==> src/rtl/pipe_pkg.sv <==
// Shared definitions for inter-stage pipeline buffers: state encodings,
// default bundle widths and control-field bit positions used to pack/unpack ctrl.
package pipe_pkg;

    typedef enum logic [1:0] {
        ST_EMPTY = 2'b00,
        ST_ONE   = 2'b01,
        ST_FULL  = 2'b10
    } state_t;

    localparam int DATA_W_DEF = 106;
    localparam int CTRL_W_DEF = 16;
    localparam int PC_W_DEF   = 32;

    // All-zero control is a bubble: no register write, no memory write.
    localparam logic [CTRL_W_DEF-1:0] CTRL_NOP = '0;

    localparam int CTRL_REGWE_BIT   = 0;
    localparam int CTRL_DMWE_BIT    = 1;
    localparam int CTRL_ALUCTRL_LSB = 2;
    localparam int CTRL_ALUCTRL_W   = 4;
    localparam int CTRL_SLCTRL_LSB  = 6;
    localparam int CTRL_SLCTRL_W    = 3;
    localparam int CTRL_RESSRC_LSB  = 9;
    localparam int CTRL_RESSRC_W    = 2;
    localparam int CTRL_BRANCH_BIT  = 11;
    localparam int CTRL_JUMP_BIT    = 12;

    function automatic logic [31:0] sat_inc(input logic [31:0] v);
        return (&v) ? v : v + 32'd1;
    endfunction

endpackage

==> src/rtl/pipe_slot.sv <==
// One {valid,data,ctrl,pc} register; clear wins over load and zeroes every field.
// Latency: 1 cycle load-to-output. No handshake of its own; the owner sequences load/clear.
module pipe_slot #(
    parameter int DATA_W = 106,
    parameter int CTRL_W = 16,
    parameter int PC_W   = 32
) (
    input  logic              clk,
    input  logic              reset,
    input  logic              load,
    input  logic              clear,
    input  logic [DATA_W-1:0] d_data,
    input  logic [CTRL_W-1:0] d_ctrl,
    input  logic [PC_W-1:0]   d_pc,
    output logic              valid,
    output logic [DATA_W-1:0] data,
    output logic [CTRL_W-1:0] ctrl,
    output logic [PC_W-1:0]   pc
);

    always_ff @(posedge clk or negedge reset) begin
        if (!reset) begin
            valid <= 1'b0;
            data  <= '0;
            ctrl  <= '0;
            pc    <= '0;
        end else if (clear) begin
            valid <= 1'b0;
            data  <= '0;
            ctrl  <= '0;
            pc    <= '0;
        end else if (load) begin
            valid <= 1'b1;
            data  <= d_data;
            ctrl  <= d_ctrl;
            pc    <= d_pc;
        end
    end

endmodule

==> src/rtl/pipe_stage_buf.sv <==
// Pipeline stage buffer with main + skid slot and synchronous flush to a NOP bubble.
// Latency 1 cycle, throughput 1/cycle; in_ready/out_valid are registered, skid absorbs one stall.
// Optional PIPE_STAGE_STATS_EN adds saturating bubble_cnt/stall_cnt outputs.
module pipe_stage_buf
    import pipe_pkg::*;
#(
    parameter int DATA_W = DATA_W_DEF,
    parameter int CTRL_W = CTRL_W_DEF,
    parameter int PC_W   = PC_W_DEF
) (
    input  logic              clk,
    input  logic              reset,
    input  logic              flush,
    input  logic              in_valid,
    output logic              in_ready,
    input  logic [DATA_W-1:0] in_data,
    input  logic [CTRL_W-1:0] in_ctrl,
    input  logic [PC_W-1:0]   in_pc,
    output logic              out_valid,
    input  logic              out_ready,
    output logic [DATA_W-1:0] out_data,
    output logic [CTRL_W-1:0] out_ctrl,
    output logic [PC_W-1:0]   out_pc
`ifdef PIPE_STAGE_STATS_EN
    ,
    output logic [31:0]       bubble_cnt,
    output logic [31:0]       stall_cnt
`endif
);

    state_t state, state_nxt;

    logic              main_load, main_clr, main_from_skid;
    logic              skid_load, skid_clr;
    logic              skid_valid;
    logic [DATA_W-1:0] skid_data, main_d_data;
    logic [CTRL_W-1:0] skid_ctrl, main_d_ctrl;
    logic [PC_W-1:0]   skid_pc, main_d_pc;

    always_ff @(posedge clk or negedge reset) begin
        if (!reset) state <= ST_EMPTY;
        else        state <= state_nxt;
    end

    always_comb begin
        state_nxt      = state;
        main_load      = 1'b0;
        main_clr       = 1'b0;
        main_from_skid = 1'b0;
        skid_load      = 1'b0;
        skid_clr       = 1'b0;
        if (flush) begin
            state_nxt = ST_EMPTY;
            main_clr  = 1'b1;
            skid_clr  = 1'b1;
        end else begin
            unique case (state)
                ST_EMPTY: begin
                    if (in_valid) begin
                        main_load = 1'b1;
                        state_nxt = ST_ONE;
                    end
                end
                ST_ONE: begin
                    if (in_valid && out_ready) begin
                        main_load = 1'b1;
                    end else if (in_valid) begin
                        skid_load = 1'b1;
                        state_nxt = ST_FULL;
                    end else if (out_ready) begin
                        main_clr  = 1'b1;
                        state_nxt = ST_EMPTY;
                    end
                end
                ST_FULL: begin
                    // Upstream is held off by in_ready=0, so only the drain path matters.
                    if (out_ready) begin
                        main_load      = 1'b1;
                        main_from_skid = 1'b1;
                        skid_clr       = 1'b1;
                        state_nxt      = ST_ONE;
                    end
                end
                default: begin
                    state_nxt = ST_EMPTY;
                    main_clr  = 1'b1;
                    skid_clr  = 1'b1;
                end
            endcase
        end
    end

    assign main_d_data = main_from_skid ? skid_data : in_data;
    assign main_d_ctrl = main_from_skid ? skid_ctrl : in_ctrl;
    assign main_d_pc   = main_from_skid ? skid_pc   : in_pc;

    pipe_slot #(.DATA_W(DATA_W), .CTRL_W(CTRL_W), .PC_W(PC_W)) u_main (
        .clk    (clk),
        .reset  (reset),
        .load   (main_load),
        .clear  (main_clr),
        .d_data (main_d_data),
        .d_ctrl (main_d_ctrl),
        .d_pc   (main_d_pc),
        .valid  (out_valid),
        .data   (out_data),
        .ctrl   (out_ctrl),
        .pc     (out_pc)
    );

    pipe_slot #(.DATA_W(DATA_W), .CTRL_W(CTRL_W), .PC_W(PC_W)) u_skid (
        .clk    (clk),
        .reset  (reset),
        .load   (skid_load),
        .clear  (skid_clr),
        .d_data (in_data),
        .d_ctrl (in_ctrl),
        .d_pc   (in_pc),
        .valid  (skid_valid),
        .data   (skid_data),
        .ctrl   (skid_ctrl),
        .pc     (skid_pc)
    );

    assign in_ready = ~skid_valid;

`ifdef PIPE_STAGE_STATS_EN
    // Counters survive flush on purpose: they profile the stage, not the stream.
    always_ff @(posedge clk or negedge reset) begin
        if (!reset) begin
            bubble_cnt <= '0;
            stall_cnt  <= '0;
        end else begin
            if (!out_valid)             bubble_cnt <= sat_inc(bubble_cnt);
            if (out_valid && !out_ready) stall_cnt <= sat_inc(stall_cnt);
        end
    end
`endif

endmodule

==> config.mk <==
export PLATFORM = sky130hd
export DESIGN_NAME = pipe_stage_buf
export DESIGN_NICKNAME = d
export VERILOG_FILES = /design/src/rtl/pipe_pkg.sv /design/src/rtl/pipe_slot.sv /design/src/rtl/pipe_stage_buf.sv
export SDC_FILE = /design/constraint.sdc
export NUM_CORES = 1
export LEC_CHECK = 0
export CAP_MARGIN = 40
export CORE_MARGIN = 2
export CORE_UTILIZATION = 50
export CTS_CLUSTER_SIZE = 24
export DETAILED_ROUTE_END_ITERATION = 8
export GPL_TIMING_DRIVEN = 0
export PLACE_DENSITY_LB_ADDON = 0.05
export SYNTH_ARGS = -nofsm -noshare
export SYNTH_HDL_FRONTEND = slang
export SYNTH_SLANG_ARGS = --single-unit
==> constraint.sdc <==
create_clock -name clk -period 2.2 [get_ports clk]
set_input_delay 0.44 -clock clk [delete_from_list [all_inputs] [get_ports clk]]
set_output_delay 0.44 -clock clk [all_outputs]
set_load 0.05 [all_outputs]
# Word-level counts from Yosys, hierarchy flattened
# Cells that the tools add are included.
# totals
reg_bits,312
latchBits,0
ramBits,0
rom_bits,0
inputBits,159
elab_cells,65
n_memories,0
# classes
add_sub_neg,0
mul,0
div_mod_pow,0
order_cmp,0
eq_ne,6
shifts,0
n_mux,42
n_bitwise,1
n_reduce_logical,7
# op_table
cell,count
$mux 106,5
$mux 32,5
$mux 16,5
$mux 1,17
$mux 2,6
$ne 3x3->1 const B,3
$pmux 2 s3,1
$ne 4x4->1 const B,1
$pmux 1 s2,2
$reduce_and 4->1,1
$reduce_bool 2->1,2
$reduce_or 2->1,2
$pmux 1 s3,1
$eq 2x1->1 const B,1
$eq 2x2->1 const B,1
$logic_not 2->1,1
$logic_and 1x1->1,1
$not 1->1,1

# Longest topological paths before layout
# depth
depth_word,6
ltp_mapped,8
depth_no_buf,4

# Cells and area by module
# A second synthesis with hierarchy kept.
# unflattened
hier_cells,1189
hier_area_um2,14866.8
# modules_own_cells
mod,n_inst,cells_each,area_each_um2
pipe_slot,2,499,6267.3
pipe_stage_buf,1,191,2332.2

# Worst setup path before layout
# No wires, ideal clock.
# synth_path
path_type,input -> register
start,input port flush
end,register u_main.data[100]
arrival_ps,1748
setup_slack_ps,376
path_stages,8
path_buffers,4
cell_sequence,buf_2 or4_1 o31ai_1 buf_4 buf_6 buf_6 nand2_1 o21ai_2
# synth_between
elab_chain_cells,4
elab_cells_between_ends,7
classes_between,mux: 6; reduce/logical: 1
# synth_lines
element,line,source
start: declaration,pipe_stage_buf.sv:13,"input logic flush,"
$mux 1,pipe_stage_buf.sv:52,if (flush) begin
$mux 106,pipe_stage_buf.sv:93,assign main_d_data = main_from_skid ? skid_data : in_data;
$mux 106,pipe_slot.sv:32,end else if (load) begin
$mux 106,pipe_slot.sv:27,end else if (clear) begin
end signal: assignment,pipe_slot.sv:34,data <= d_data;
end: declaration,pipe_slot.sv:16,"output logic [DATA_W-1:0] data,"
# Parallel ways exist; a longest one is shown, timed or not. The select of a mux whose other input is x is not followed.
# A chain may end at the register's enable or synchronous reset.

# Final worst setup path
# layout_path
start,register u_main.ctrl[8]
end,output port out_ctrl[8]
# layout_rtl
element,line,source
start: declaration,pipe_slot.sv:17,"output logic [CTRL_W-1:0] ctrl,"
start signal: assignment,pipe_slot.sv:35,ctrl <= d_ctrl;
end: declaration,pipe_stage_buf.sv:22,"output logic [CTRL_W-1:0] out_ctrl,"
# No word-level cell between the ends.

==> impl_metrics.csv <==
group,metric,value,unit
routing,via_per_inst,5.491,
timing,max-slew-margin-rel,44.95,%
logic_synthesis,synth_seq_cells,312,
timing,finalClockSkew,13.72,ps
timing,totalNegativeSetupSlack,0,ps
logic_synthesis,synth_compound_area_share,18.24,%
floorplan,die-width,164.4,um
logic_synthesis,synthXorXnorAreaFrac,0.06807,%
global_routing,grt_use_total,24.77,%
timing,worst_pin_slew,825.7,ps
setup_path,critical_path_arrival,1720,ps
final_layout,seqCellArea,7807,um2
logic_synthesis,synth_top_family_by_area,"compound AO/OA/AOI/OAI gates",
clock_tree,cts-root-buf,"clkbuf_16",
floorplan,dieArea,27030,um2
outcome,violations,"negative hold slack",
power_and_ir_drop,powerDensity,837.4,nW/um2
global_routing,antenna_found_initial,6,
timing,setup_viol,0,
placement,globalplace.congestion,0.8059,
floorplan,io_pins,315,
logic_synthesis,synth_cells,1043,
final_layout,area_delta_synth_final,37.82,%
logic_synthesis,synth.top_cells.by_count,"312 x dfrtp_1, 155 x mux2i_1, 154 x a22o_1, 154 x nand2_1, 95 x o21ai_0",
timing,final_max_slew_viol_count,0,
min_path,hold_path.class,"input pin to asynchronous set/reset pin",
clock_tree,clk-insertion-delay-late,510,ps
routing,drt_iter0_drc,746,
routing,vias,9637,
logic_synthesis,netlist_area,12870,um2
logic_synthesis,netlist.top_cell.by_area,"dfrtp_1",
power_and_ir_drop,power.total,14850,uW
final_layout,multiInputGateArea,4582,um2
setup_path,worstPathCellList,"clkdlybuf4s50_1",
setup_path,crit_buf_inv,1,
logic_synthesis,synth_flop_cell,"dfrtp_1",
logic_synthesis,synth_area_per_cell,12.34,um2
routing,antenna_left,0,
logic_synthesis,synth_mux_area_share,12.06,%
setup_path,start_kind,"flop",
logic_synthesis,ys.warnings.count,0,
routing,first_pass_iters,5,
logic_synthesis,synthSimpleGateAreaFrac,5.222,%
routing,drc,0,
clock_tree,clkSinkCount,312,
logic_synthesis,synth_top_area_share,60.68,%
setup_path,critPathSlowestCell,"clkdlybuf4s50_1",
power_and_ir_drop,irDropWorstVdd,0.6991,mV
run,max_cap_viol_count,0,
setup_path,rr_startpoint,"state[1]",
setup_path,critPathLaunch,"u_main.ctrl[8]",
floorplan,start_util,50.95,%
setup_path,cp_max_fo,2,
timing,fin_crit,2161,ps
timing,hold_violations,7,
placement,dp_hpwl,22410,um
global_routing,grt_pass1_wl,52520,um
clock_tree,h-tree-depth,2,
logic_synthesis,synth_edf_count,0,
global_routing,grt_start_max_net_pins,121,
final_layout,final_area,17730,um2
power_and_ir_drop,p_leak,0.007766,uW
global_routing,grt.overflow.total,0,
setup_path,rrSetupSlack,120,ps
floorplan,rows,58,
placement,placed_area,16470,um2
clock_tree,cts_buffers,35,
logic_synthesis,ys_top_cells_by_area,"dfrtp_1 61%, mux2i_1 12%, a22o_1 10%",
outcome,outcome,"finished, violations left",
logic_synthesis,ys_seq_area_share,60.68,%
timing,holdWs,-16.04,ps
logic_synthesis,synth_cell_types,29,
logic_synthesis,async_flop_share,100.0,%
setup_path,crit_required,1760,ps
final_layout,final_nets,1556,
global_routing,grt_pass1_vias,9709,
logic_synthesis,synth_nets,1202,
placement,port_buffers,312,
clock_tree,cts_tree,"done",
floorplan,core_area,25250,um2
setup_path,crit_family,"buffers and inverters",
timing,worst_slack,39.23,ps
clock_tree,clk_pin_slew,60,ps
setup_path,endpoint_kind,"output port",
final_layout,drive_gt1_share,11.68,%
final_layout,nFillCells,1839,
clock_tree,cts_buffer_depth,3,
placement,pre_cts_ws,-506.8,ps
timing,period_share,98.22,%
routing,wl_per_cell,19.28,um
setup_path,slowest_delay,860,ps
logic_synthesis,synthAdderAreaFrac,0,%
timing,rsz0062_at_grt,"false",
routing,drt-total-wl,33830,um
timing,fmax,462.8,MHz
setup_path,path_class,"flop to output port",
logic_synthesis,synth_most_common_cell,"dfrtp_1",
floorplan,die_h,164.4,um
==> worst paths after layout <==
check / cells after the start / endpoint
max: 1 / out_ctrl[8]
min: 1 / u_main.ctrl[2]
max reg2reg: 5 / u_skid.data[12]
min reg2reg: 2 / u_main.pc[26]
max in group asynchronous: 2 / u_main.data[65]
min in group clk: 2 / state[1]
==> through the flow <==
stage          utilization (%)  instances
3_3_place_gp             64.95       1685
5_1_grt                  70.20       1753
3_5_place_dp             65.23       1688
2_1_floorplan                -       1043
6_report                 70.22       1755
4_1_cts                  69.98       1748
==> timing repair <==
action	CTS	global route
setup endpoints to repair	62	62
cloned	0	0
resized for setup	3	18
pin swaps	0	1
buffers inserted	0	3
hold buffers	0	0
==> cell families (layout without fill, tap and decap cells) <==
group,after synthesis,count (layout)
AO/OA/AOI/OAI,318,318
flip-flops,312,312
AND/OR/NAND/NOR,169,169
multiplexers,155,155
buffers and inverters,88,466
XOR/XNOR,1,1
other,0,4
==> final cells by class <==
class                           count  area share, %
Antenna cell                        4        0.05645
Buffer                             85          2.681
Clock buffer                       49          5.701
Clock inverter                     12          1.072
Inverter                            2        0.04233
Multi-Input combinational cell    643          25.84
Sequential cell                   312          44.03
Tap cell                          330          2.328
Timing Repair Buffer              318          18.25
==> placed cells by master, fill, tap and decap left out, types with 2 or more instances in the layout <==
| cell type | n |
|---|---|
| bufinv_16 | 5 |
| a22o_1 | 154 |
| a21oi_1 | 4 |
| clkbuf_4 | 3 |
| dlymetal6s2s_1 | 9 |
| buf_4 | 9 |
| dfrtp_1 | 312 |
| clkbuf_16 | 37 |
| clkinv_2 | 5 |
| inv_1 | 2 |
| mux2i_1 | 155 |
| nand2b_1 | 4 |
| o21ai_1 | 20 |
| clkbuf_2 | 6 |
| buf_8 | 3 |
| buf_2 | 38 |
| a211oi_1 | 2 |
| o21ai_2 | 40 |
| clkbuf_8 | 4 |
| nor2_1 | 5 |
| buf_16 | 2 |
| clkbuf_1 | 31 |
| clkinvlp_4 | 2 |
| dlygate4sd2_1 | 2 |
| clkdlybuf4s50_1 | 300 |
| o21ai_0 | 95 |
| buf_6 | 7 |
| nand2_1 | 154 |
| diode_2 | 4 |
==> state kept, by name, summed over array words and instances (netlist names) <==
name          cells
u_skid.pc        32
u_main.data     106
u_main.pc        32
u_skid.data     106
u_main.valid      1
u_skid.valid      1
u_main.ctrl      16
u_skid.ctrl      16
state             2
==> where the power goes <==
| group | internal, uW | total, uW | leakage (uW) | switching (uW) |
|---|---|---|---|---|
| Clock | 3790 | 6100 | 0.000585 | 2310 |
| Combinational | 920 | 2540 | 0.00295 | 1620 |
| Sequential | 6040 | 6210 | 0.00424 | 173 |
==> routing by layer <==
layer	part of all wire (%)	GRT usage, %
met1	43	33.86
met4	2.1	7.312
met5	0.080	0
met2	48	39.65
met3	6.5	5.977
Note: power is estimated with default switching activity, not from simulation.
